--- config.mk ---
export PLATFORM = sky130hd
export DESIGN_NAME = filter_step_sequencer
export DESIGN_NICKNAME = d
export VERILOG_FILES = /design/src/rtl/filter_step_sequencer.sv
export SDC_FILE = /design/constraint.sdc
export NUM_CORES = 1
export LEC_CHECK = 0
export BUFFER_PORTS_ARGS = -buffer_cell sky130_fd_sc_hd__buf_4
export CORE_MARGIN = 2
export CORE_UTILIZATION = 60
export DETAILED_ROUTE_END_ITERATION = 7
export GPL_TIMING_DRIVEN = 1
export PLACE_DENSITY_LB_ADDON = 0.2
export SYNTH_ARGS = -nofsm -noshare
export SYNTH_HDL_FRONTEND = slang
export SYNTH_SLANG_ARGS = --single-unit
--- constraint.sdc ---
create_clock -name clk -period 6 [get_ports clk]
set_clock_uncertainty 0.1 [all_clocks]
set_input_delay 1.8 -clock clk [delete_from_list [all_inputs] [get_ports clk]]
set_output_delay 1.8 -clock clk [all_outputs]
set_load 0.01 [all_outputs]
--- src/rtl/filter_step_sequencer.sv ---
// filter_step_sequencer
//   Drives a filter under test through a programmed staircase of input levels.
//   The filter is first flushed by holding filt_rst high for FLUSH_CYC cycles.
//   Each table entry is then driven on v_in for its dwell count, and v_out is
//   monitored against the level being driven. A step is marked settled once the
//   output has stayed within TOL of the level for SETTLE_CNT consecutive cycles.
//
// Optional feature macro: FILT_SEQ_LOOP_EN
//   When defined, the sequence wraps from the last step back to step 0. There is
//   no flush and no done pulse at the wrap, and the settled flags are cleared.
//   The sequence then runs until abort or rst.
//
// Ports
//   clk, rst      clock and synchronous active-high reset
//   cfg_we        table write strobe, accepted only while busy is low
//   cfg_addr      table index; indices >= N_STEPS are ignored
//   cfg_level     signed level for the entry
//   cfg_dwell     dwell cycles for the entry; a value of 0 is stored as 1
//   start         begins a run when the sequencer is idle (level-sensitive)
//   abort         ends a flush or drive and returns to idle; no done pulse
//   v_out         filter output being monitored
//   v_in          filter input drive; zero whenever no step is being driven
//   filt_rst      reset to the filter; high at reset and during flush
//   busy          high from the first flush cycle through the last drive cycle
//   done          one-cycle pulse after a normal single-pass completion
//   step_idx      index of the step currently driven
//   settled       per-step settle flags, sticky until the next flush
//
// Handshake: there is no back-pressure. start and cfg_we are sampled on every
// rising edge. start is acted on only in idle, and cfg_we only while busy is low.
// Every output is a register, updated on the edge that enters the new state.
module filter_step_sequencer #(
  parameter int WIDTH      = 18,
  parameter int N_STEPS    = 4,
  parameter int DWELL_W    = 16,
  parameter int FLUSH_CYC  = 4,
  parameter int TOL        = 164,
  parameter int SETTLE_CNT = 8,
  localparam int AW        = (N_STEPS > 1) ? $clog2(N_STEPS) : 1
) (
  input  logic                      clk,
  input  logic                      rst,
  input  logic                      cfg_we,
  input  logic [AW-1:0]             cfg_addr,
  input  logic signed [WIDTH-1:0]   cfg_level,
  input  logic [DWELL_W-1:0]        cfg_dwell,
  input  logic                      start,
  input  logic                      abort,
  input  logic signed [WIDTH-1:0]   v_out,
  output logic signed [WIDTH-1:0]   v_in,
  output logic                      filt_rst,
  output logic                      busy,
  output logic                      done,
  output logic [AW-1:0]             step_idx,
  output logic [N_STEPS-1:0]        settled
);

  localparam int BW = $clog2(SETTLE_CNT + 1);
  localparam logic [BW-1:0]      SET_V   = BW'(SETTLE_CNT);
  localparam logic [WIDTH:0]     TOL_V   = (WIDTH + 1)'(TOL);
  localparam logic [AW-1:0]      LAST    = AW'(N_STEPS - 1);
  localparam logic [DWELL_W-1:0] FLUSH_V = DWELL_W'(FLUSH_CYC);

  typedef enum logic [1:0] {S_IDLE, S_FLUSH, S_DRIVE, S_DONE} state_t;

  state_t                    state_q, state_n;
  logic [AW-1:0]             step_n;
  logic [DWELL_W-1:0]        cnt_q, cnt_n;
  logic [BW-1:0]             band_q, band_n, band_inc;
  logic [N_STEPS-1:0]        settled_n;
  logic signed [WIDTH-1:0]   v_in_n;
  logic                      load, wrap, in_band, addr_ok;
  logic signed [WIDTH:0]     diff;
  logic [WIDTH:0]            abs_diff;

  logic signed [WIDTH-1:0]   level_tab [N_STEPS];
  logic [DWELL_W-1:0]        dwell_tab [N_STEPS];

  // When N_STEPS is a power of two, every address is in range.
  generate
    if ((2 ** AW) == N_STEPS) begin : g_addr_full
      assign addr_ok = 1'b1;
    end else begin : g_addr_cmp
      assign addr_ok = (32'(cfg_addr) < N_STEPS);
    end
  endgenerate

  // Table writes. A dwell of 0 is stored as 1, so the sequencer never sees a
  // zero-length step.
  always_ff @(posedge clk) begin
    if (rst) begin
      for (int i = 0; i < N_STEPS; i++) begin
        level_tab[i] <= '0;
        dwell_tab[i] <= DWELL_W'(1);
      end
    end else if (cfg_we && !busy && addr_ok) begin
      level_tab[cfg_addr] <= cfg_level;
      dwell_tab[cfg_addr] <= (cfg_dwell == '0) ? DWELL_W'(1) : cfg_dwell;
    end
  end

  // Next-state logic. cnt_q holds the cycles remaining in the current flush or
  // step, including the present cycle.
  always_comb begin
    state_n = state_q;
    step_n  = step_idx;
    cnt_n   = cnt_q;
    load    = 1'b0;
    wrap    = 1'b0;
    case (state_q)
      S_IDLE: begin
        if (start) begin
          state_n = S_FLUSH;
          cnt_n   = FLUSH_V;
        end
      end
      S_FLUSH: begin
        if (abort) begin
          state_n = S_IDLE;
        end else if (cnt_q <= DWELL_W'(1)) begin
          state_n = S_DRIVE;
          step_n  = '0;
          load    = 1'b1;
        end else begin
          cnt_n = cnt_q - 1'b1;
        end
      end
      S_DRIVE: begin
        if (abort) begin
          state_n = S_IDLE;
        end else if (cnt_q <= DWELL_W'(1)) begin
          if (step_idx == LAST) begin
`ifdef FILT_SEQ_LOOP_EN
            step_n = '0;
            load   = 1'b1;
            wrap   = 1'b1;
`else
            state_n = S_DONE;
`endif
          end else begin
            step_n = step_idx + 1'b1;
            load   = 1'b1;
          end
        end else begin
          cnt_n = cnt_q - 1'b1;
        end
      end
      S_DONE: state_n = S_IDLE;
      default: state_n = S_IDLE;
    endcase
    if (load) cnt_n = dwell_tab[step_n];
    if (state_n == S_IDLE) step_n = '0;
  end

  // Settle monitor. The difference is taken one bit wider than the operands,
  // so the magnitude cannot overflow.
  always_comb begin
    diff      = $signed({v_out[WIDTH-1], v_out}) - $signed({v_in[WIDTH-1], v_in});
    abs_diff  = diff[WIDTH] ? (WIDTH + 1)'(-diff) : (WIDTH + 1)'(diff);
    in_band   = (abs_diff <= TOL_V);
    band_inc  = (band_q == SET_V) ? band_q : band_q + 1'b1;
    band_n    = band_q;
    settled_n = settled;
    if (state_q == S_DRIVE) begin
      band_n = in_band ? band_inc : '0;
      if (in_band && (band_inc == SET_V)) settled_n[step_idx] = 1'b1;
    end
    // The count restarts at every step entry. The last cycle of a step still
    // counts toward that step's flag.
    if (load) band_n = '0;
    if (wrap) settled_n = '0;
    if ((state_q == S_IDLE) && (state_n == S_FLUSH)) settled_n = '0;
  end

  assign v_in_n = (state_n == S_DRIVE) ? level_tab[step_n] : '0;

  always_ff @(posedge clk) begin
    if (rst) begin
      state_q  <= S_IDLE;
      step_idx <= '0;
      cnt_q    <= '0;
      band_q   <= '0;
      settled  <= '0;
      v_in     <= '0;
      filt_rst <= 1'b1;
      busy     <= 1'b0;
      done     <= 1'b0;
    end else begin
      state_q  <= state_n;
      step_idx <= step_n;
      cnt_q    <= cnt_n;
      band_q   <= band_n;
      settled  <= settled_n;
      v_in     <= v_in_n;
      filt_rst <= (state_n == S_FLUSH);
      busy     <= (state_n == S_FLUSH) || (state_n == S_DRIVE);
      done     <= (state_n == S_DONE);
    end
  end

endmodule
* Yosys cells after proc, flatten, opt, wreduce, memory -nomap -nowiden
Memories as Yosys holds them, arrays and structs flattened. A register that Yosys moved wholly into a read port is not among the register bits.
Index checks and enable logic that the tools add are counted.
Widths: inputs -> output; s select.
** Word-level totals
- Bits in registers :: 31
- Memory bits (writable) :: 136
- Word-level logic and storage cells :: 93
- Memories :: 2
** Memory list
- level_tab :: words 4, width 18, read ports 1, clocked after memory_dff 1, write ports 4, line 76 : logic signed [WIDTH-1:0] level_tab [N_STEPS];
- dwell_tab :: words 4, width 16, read ports 1, clocked after memory_dff 0, write ports 4, line 77 : logic [DWELL_W-1:0] dwell_tab [N_STEPS];
** Operators by class
- Add/subtract/negate cells :: 5
- $lt $le $gt $ge :: 4
- Eq/ne operators :: 12
- Muxes and demuxes :: 42
- Bitwise logic cells :: 2
- Reductions and logical operators :: 18
** Operator list (number)
- $mux 16 :: 6
- $pmux 16 s2 :: 1
- $mux 2 :: 14
- $le 19x8->1 const B :: 1
- $mux 19 :: 1
- $neg 19->19 :: 1
- $sub 18x18->19 :: 1
- $mux 18 :: 1
- $reduce_or 18->1 :: 1
- $le 16x1->1 const B :: 1
- $logic_not 16->1 :: 1
- $reduce_or 16->1 :: 1
- $sub 16x1->16 const B :: 1
- $mux 1 :: 13
- $eq 2x2->1 const B :: 5
- $eq 4x4->1 const B :: 2
- $mux 4 :: 2
- $pmux 2 s4 :: 1
- $reduce_or 2->1 :: 4
- $ne 3x3->1 const B :: 2
- $add 4x1->4 const B :: 1
- $eq 2x1->1 const B :: 2
- $logic_and 1x1->1 :: 4
- $logic_not 2->1 :: 2
- other kinds (14) :: 14

* Longest topological paths before layout
- Depth in word-level cells :: 8
- Gate-level depth with buffers :: 17

* Least setup slack after synthesis
Ideal clock, no wire load.
- Kind :: in2reg
- Start :: input port v_out[0]
- End :: register settled[0]
- Setup time :: 0.084 ns
- Arrival :: 4.937 ns
- Slack :: 0.878 ns
- Stages on the path :: 16
- Buffers on the path :: 1
- Cell sequence :: inv_1 -> ha_1 -> inv_1 -> fa_1 -> a211oi_2 -> nor2_1 -> xnor2_1 -> nand3_1 -> nor3_1 -> nand4_1 -> mux2i_1 -> a2111o_1 -> nor4bb_1 -> buf_4 -> nand3_4 -> o31ai_2
** On the way
- Cells in the longest elaborated chain, start to end :: 6
** Ends and longest elaborated chain
- start, declared :: line 49 : input logic signed [WIDTH-1:0] v_out,
- $sub 18x18->19 (*) :: line 158 : diff = $signed({v_out[WIDTH-1], v_out}) - $signed({v_in[WIDTH-1], v_in});
- $neg 19->19 :: line 159 : abs_diff = diff[WIDTH] ? (WIDTH + 1)'(-diff) : (WIDTH + 1)'(diff);
- $mux 19 (*) :: line 159
- $le 19x8->1 (*) :: line 160 : in_band = (abs_diff <= TOL_V);
- $logic_and 1x1->1 (*) :: line 166 : if (in_band && (band_inc == SET_V)) settled_n[step_idx] = 1'b1;
- $reduce_and 2->1 (no source line) (*)
- end signal, assigned :: line 193 : settled <= settled_n;
- end, declared :: line 55 : output logic [N_STEPS-1:0] settled
Mark *: on every way between the ends. The rest lies on a longest branch, timed or not.
A chain may end at the register's enable or synchronous reset.

* Final worst setup path
Same ends and word-level chain as after synthesis.

==> tab_implementation.tex <==
\begin{tabular}{lr}
\hline
Metric & Value \\
\hline
\multicolumn{2}{l}{\textbf{Critical path}} \\
\quad Data required time of the worst path & 6.26 ns \\
\quad Setup crit start & v\_out[0] \\
\quad Worst-case reg-to-reg path depth & 14 \\
\quad End point of the critical path & settled[0]\$\_SDFFE\_PP0P\_ \\
\quad CP endpoint kind & flop \\
\quad Worst Path Max Fanout & 7 \\
\quad Beginning of the worst register-to-register path & v\_in[5]\$\_SDFF\_PP0\_ \\
\quad Kind of start point of the critical path & primary input \\
\quad Critical path arrival & 5.42 ns \\
\quad Startpoint-to-endpoint class of the critical path & in -> reg \\
\quad Critical register-to-register path endpoint & settled[0]\$\_SDFFE\_PP0P\_ \\
\quad R2r setup slk & 1.93 ns \\
\multicolumn{2}{l}{\textbf{Detailed routing}} \\
\quad Length of the first detailed-routing pass in iterations & 5 \\
\quad Post-route DRC violation count & 0 \\
\quad Via count & 7,307 \\
\quad Average detailed-routed wire length per instance & 18.6 µm \\
\quad Number of nets still failing antenna checks after routing & 0 \\
\quad Drt first-iter violations & 797 \\
\quad DRT Wirelength & 22.8 mm \\
\quad Vias/cell & 5.96 \\
\multicolumn{2}{l}{\textbf{Power}} \\
\quad Worst supply voltage drop on vdd & 0.224 mV \\
\quad Total net switching power & 0.797 mW \\
\quad Share of power burned in registers & 0.484 \\
\quad Power Internal & 2.23 mW \\
\quad Reported leakage power & 4.24 nW \\
\quad Pwr per Cell Area & 265 nW/µm² \\
\quad Net switching fraction of the power & 0.263 \\
\quad Logic pwr share & 0.145 \\
\quad Clock share of power & 0.371 \\
\multicolumn{2}{l}{\textbf{Global route}} \\
\quad Global route overflow & 0 \\
\quad Global Route Usage Sum & 0.263 \\
\quad Maximum number of pins on one net before global-route repair & 38 \\
\quad Initial antenna violation count & 0 \\
\quad Via count of the first global-routing pass & 6,955 \\
\quad First-pass GRT wire length & 36.2 mm \\
\multicolumn{2}{l}{\textbf{Yosys}} \\
\quad Total standard cell area after synthesis & 9970 µm² \\
\quad Unique cell type count in the Yosys netlist & 84 \\
\quad Share of synthesized flip-flops with an asynchronous set or reset & 0 \\
\quad Register area share after synthesis & 0.508 \\
\quad Warnings, synthesis & 0 \\
\quad Cells after synthesis & 916 \\
\quad Register bit count reported by yosys & 185 \\
\quad Number of nets in the synthesized netlist & 1,007 \\
\quad Number of enable-type register cells in the synthesized netlist & 136 \\
\quad Mean instance size in the synthesized netlist & 10.9 µm² \\
\quad Post-synth top flop & edfxtp\_1 \\
\multicolumn{2}{l}{\textbf{STA}} \\
\quad Number of failing hold endpoints at the final stage & 0 \\
\quad Number of endpoints failing setup at the final stage & 0 \\
\quad Share of the clock period used by the worst path after layout & 0.861 \\
\quad Relative slew slack & 0.314 \\
\quad Total negative setup slack & 0 ns \\
\quad Final critical delay including setup and external delays & 5.17 ns \\
\quad Worst-Margin Slew & 1.03 ns \\
\quad Post-route worst hold slack & 0.344 ns \\
\quad Count of final max-slew check failures & 0 \\
\quad Unrepaired setup endpoints after global routing & false \\
\quad Maximum clock rate & 0.194 GHz \\
\multicolumn{2}{l}{\textbf{Clocking}} \\
\quad Register clock-pin slew on the reported worst setup and hold paths & 0.07 ns \\
\quad Sinks on the clock net & 185 \\
\quad Quantity of hold-fixing buffers added after cts & 0 \\
\quad Resized Gates After CTS & 0 \\
\quad Deepest level of the CTS H-tree & 4 \\
\quad CTS Buffer Depth & 2 \\
\quad Total setup buffers inserted after CTS & 0 \\
\quad Root buffer cell & clkbuf\_16 \\
\quad Number of CTS-inserted buffers & 17 \\
\quad Clk\_lat worst skew & 0.44 ns \\
\quad TritonCTS clock tree & yes \\
\multicolumn{2}{l}{\textbf{Run status}} \\
\quad Result of the run & completed \\
\multicolumn{2}{l}{\textbf{Min path}} \\
\quad Class of the tightest hold or removal check & reg -> reg \\
\multicolumn{2}{l}{\textbf{Layout}} \\
\quad Net count reported at finish & 1,084 \\
\quad Final cell count without fillers & 1,226 \\
\quad Share of cells above drive strength 1 & 0.186 \\
\quad Final core utilization & 0.697 \\
\quad Layout area overhead & 14.6\% \\
\quad Ant diodes & 0 \\
\multicolumn{2}{l}{\textbf{Floorplan}} \\
\quad Area of the placeable core & 16,400 µm² \\
\quad Die outline height & 133 µm \\
\quad Initial Util & 0.608 \\
\quad Number of primary I/O pins & 86 \\
\quad Die ar. & 17,700 µm² \\
\quad Overall die width & 133 µm \\
\quad Floorplan row count & 47 \\
\multicolumn{2}{l}{\textbf{Place}} \\
\quad Post-detailed-placement half-perimeter wirelength & 15.6 mm \\
\quad Number of cells after detailed placement & 1,194 \\
\quad Placer Congestion & 0.952 \\
\quad Number of port buffers & 85 \\
\multicolumn{2}{l}{\textbf{Job}} \\
\quad Max\_cap viols & 0 \\
\hline
\end{tabular}
-- cells in the mapped netlist (3+ instances only) --
library cell / n / area share
nor4_1: 11 / 0.0069
a211oi_1: 48 / 0.036
o31ai_2: 3 / 0.0038
or2_2: 4 / 0.0025
clkbuf_1: 24 / 0.0090
nand4_1: 5 / 0.0031
o31a_1: 3 / 0.0026
inv_1: 47 / 0.018
edfxtp_1: 136 / 0.41
ha_1: 31 / 0.039
a22oi_1: 4 / 0.0030
a41oi_1: 3 / 0.0026
xor2_1: 8 / 0.0070
nand3b_1: 3 / 0.0023
a21oi_1: 42 / 0.021
o211ai_1: 6 / 0.0045
and3_1: 5 / 0.0031
a21o_1: 5 / 0.0038
nor2b_1: 28 / 0.018
dfxtp_1: 49 / 0.098
buf_4: 5 / 0.0038
a31oi_1: 4 / 0.0025
mux2i_1: 27 / 0.027
xnor2_1: 9 / 0.0079
nor3b_1: 5 / 0.0038
a311oi_1: 4 / 0.0035
nand2b_1: 10 / 0.0063
nor2_1: 56 / 0.021
o21ai_0: 22 / 0.011
nand3_1: 17 / 0.0085
or3_1: 4 / 0.0025
mux2_2: 7 / 0.0079
nand2_1: 52 / 0.020
nor3_1: 25 / 0.013
and2_1: 121 / 0.076
o2111ai_1: 3 / 0.0026
mux4_2: 10 / 0.023
buf_2: 12 / 0.0060
o32ai_1: 6 / 0.0053
-- sequential cells by signal (all words and copies together) (netlist names) --
signal and flops:
level_tab 72, busy 1, v_in 18, state_q 2, band_q 4, dwell_tab 64
filt_rst 1, settled 4, step_idx 2, done 1, cnt_q 16
-- layout make-up --
class | count | area, µm²
Clock buffer | 18 | 429
Clock inverter | 14 | 158
Fill cell | 1199 | 4980
Inverter | 47 | 176
Multi-Input combinational cell | 640 | 4560
Sequential cell | 185 | 5060
Tap cell | 220 | 275
Timing Repair Buffer | 102 | 766
-- per-layer routing --
metal | GRT usage | share of wire | vias to the layer above
li1 | - | - | 3510
met1 | 0.369 | 0.45 | 3510
met2 | 0.425 | 0.48 | 256
met3 | 0.0421 | 0.062 | 31
met4 | 0.0812 | 0.015 | 0
met5 | 0 | 0 | -
-- logic make-up (layout without fill, tap and decap cells) --
group / after synthesis / count (layout) / synth area share
compound gates: 183 / 183 / 0.134
xor+xnor: 19 / 19 / 0.0182
fa+ha+maj: 32 / 32 / 0.0409
buf+inv: 91 / 181 / 0.0384
flops: 185 / 185 / 0.508
mux: 44 / 44 / 0.0576
simple gates: 362 / 362 / 0.203
-- worst min-delay path by stage --
stage                            start                      end  cells past startpoint
6_report       settled[1]$_SDFFE_PP0P_  settled[1]$_SDFFE_PP0P_                      2
5_1_grt        settled[1]$_SDFFE_PP0P_  settled[1]$_SDFFE_PP0P_                      2
4_1_cts        settled[1]$_SDFFE_PP0P_  settled[1]$_SDFFE_PP0P_                      2
3_5_place_dp   settled[1]$_SDFFE_PP0P_  settled[1]$_SDFFE_PP0P_                      2
3_3_place_gp   settled[1]$_SDFFE_PP0P_  settled[1]$_SDFFE_PP0P_                      2
2_1_floorplan   band_q[3]$_SDFFE_PP0N_   band_q[3]$_SDFFE_PP0N_                      2
-- placed cells by master (no fill, tap or decap), types with 22 or more instances in the layout --
master and n:
a211oi_1 48, a21oi_1 41, and2_1 121, buf_4 102
dfxtp_1 49, edfxtp_1 136, ha_1 31, inv_1 47
mux2i_1 27, nand2_1 52, nor2_1 56, nor2b_1 26
nor3_1 24, o21ai_0 22
-- power by group through the flow --
| stage | logic [mW] | clock network (mW) | registers, mW |
|---|---|---|---|
| CTS | 0.435 | 1.13 | 1.46 |
| global route | 0.485 | 1.18 | 1.47 |
| finish | 0.440 | 1.12 | 1.46 |
| detailed placement | 0.431 | 0 | 1.49 |
| global placement | 0.425 | 0 | 1.49 |
| floorplan | 0.301 | 0 | 1.48 |
-- through the flow --
| step | setup WS [ns] | power, mW | cell area [µm²] |
|---|---|---|---|
| 2_1_floorplan | 0.878 | 1.79 | 9970 |
| 3_3_place_gp | 0.539 | 1.91 | 10800 |
| 3_5_place_dp | 0.450 | 1.92 | 10800 |
| 4_1_cts | 0.906 | 3.03 | 11400 |
| 5_1_grt | 0.616 | 3.13 | 11400 |
| 6_report | 0.832 | 3.03 | 11400 |
-- critical path, stage by stage --
cell and delay, ns:
buf_4 0.10, inv_1 0.04, ha_1 0.15, inv_1 0.05
fa_1 0.41, a211oi_2 0.31, o31ai_4 0.16, o311a_2 0.40
a311oi_2 0.36, nand4_1 0.27, nor4_4 0.36, a211oi_1 0.13
nor4bb_1 0.38, buf_4 0.23, nand3_4 0.08, o31ai_2 0.17
(Power assumes the default switching activity.)
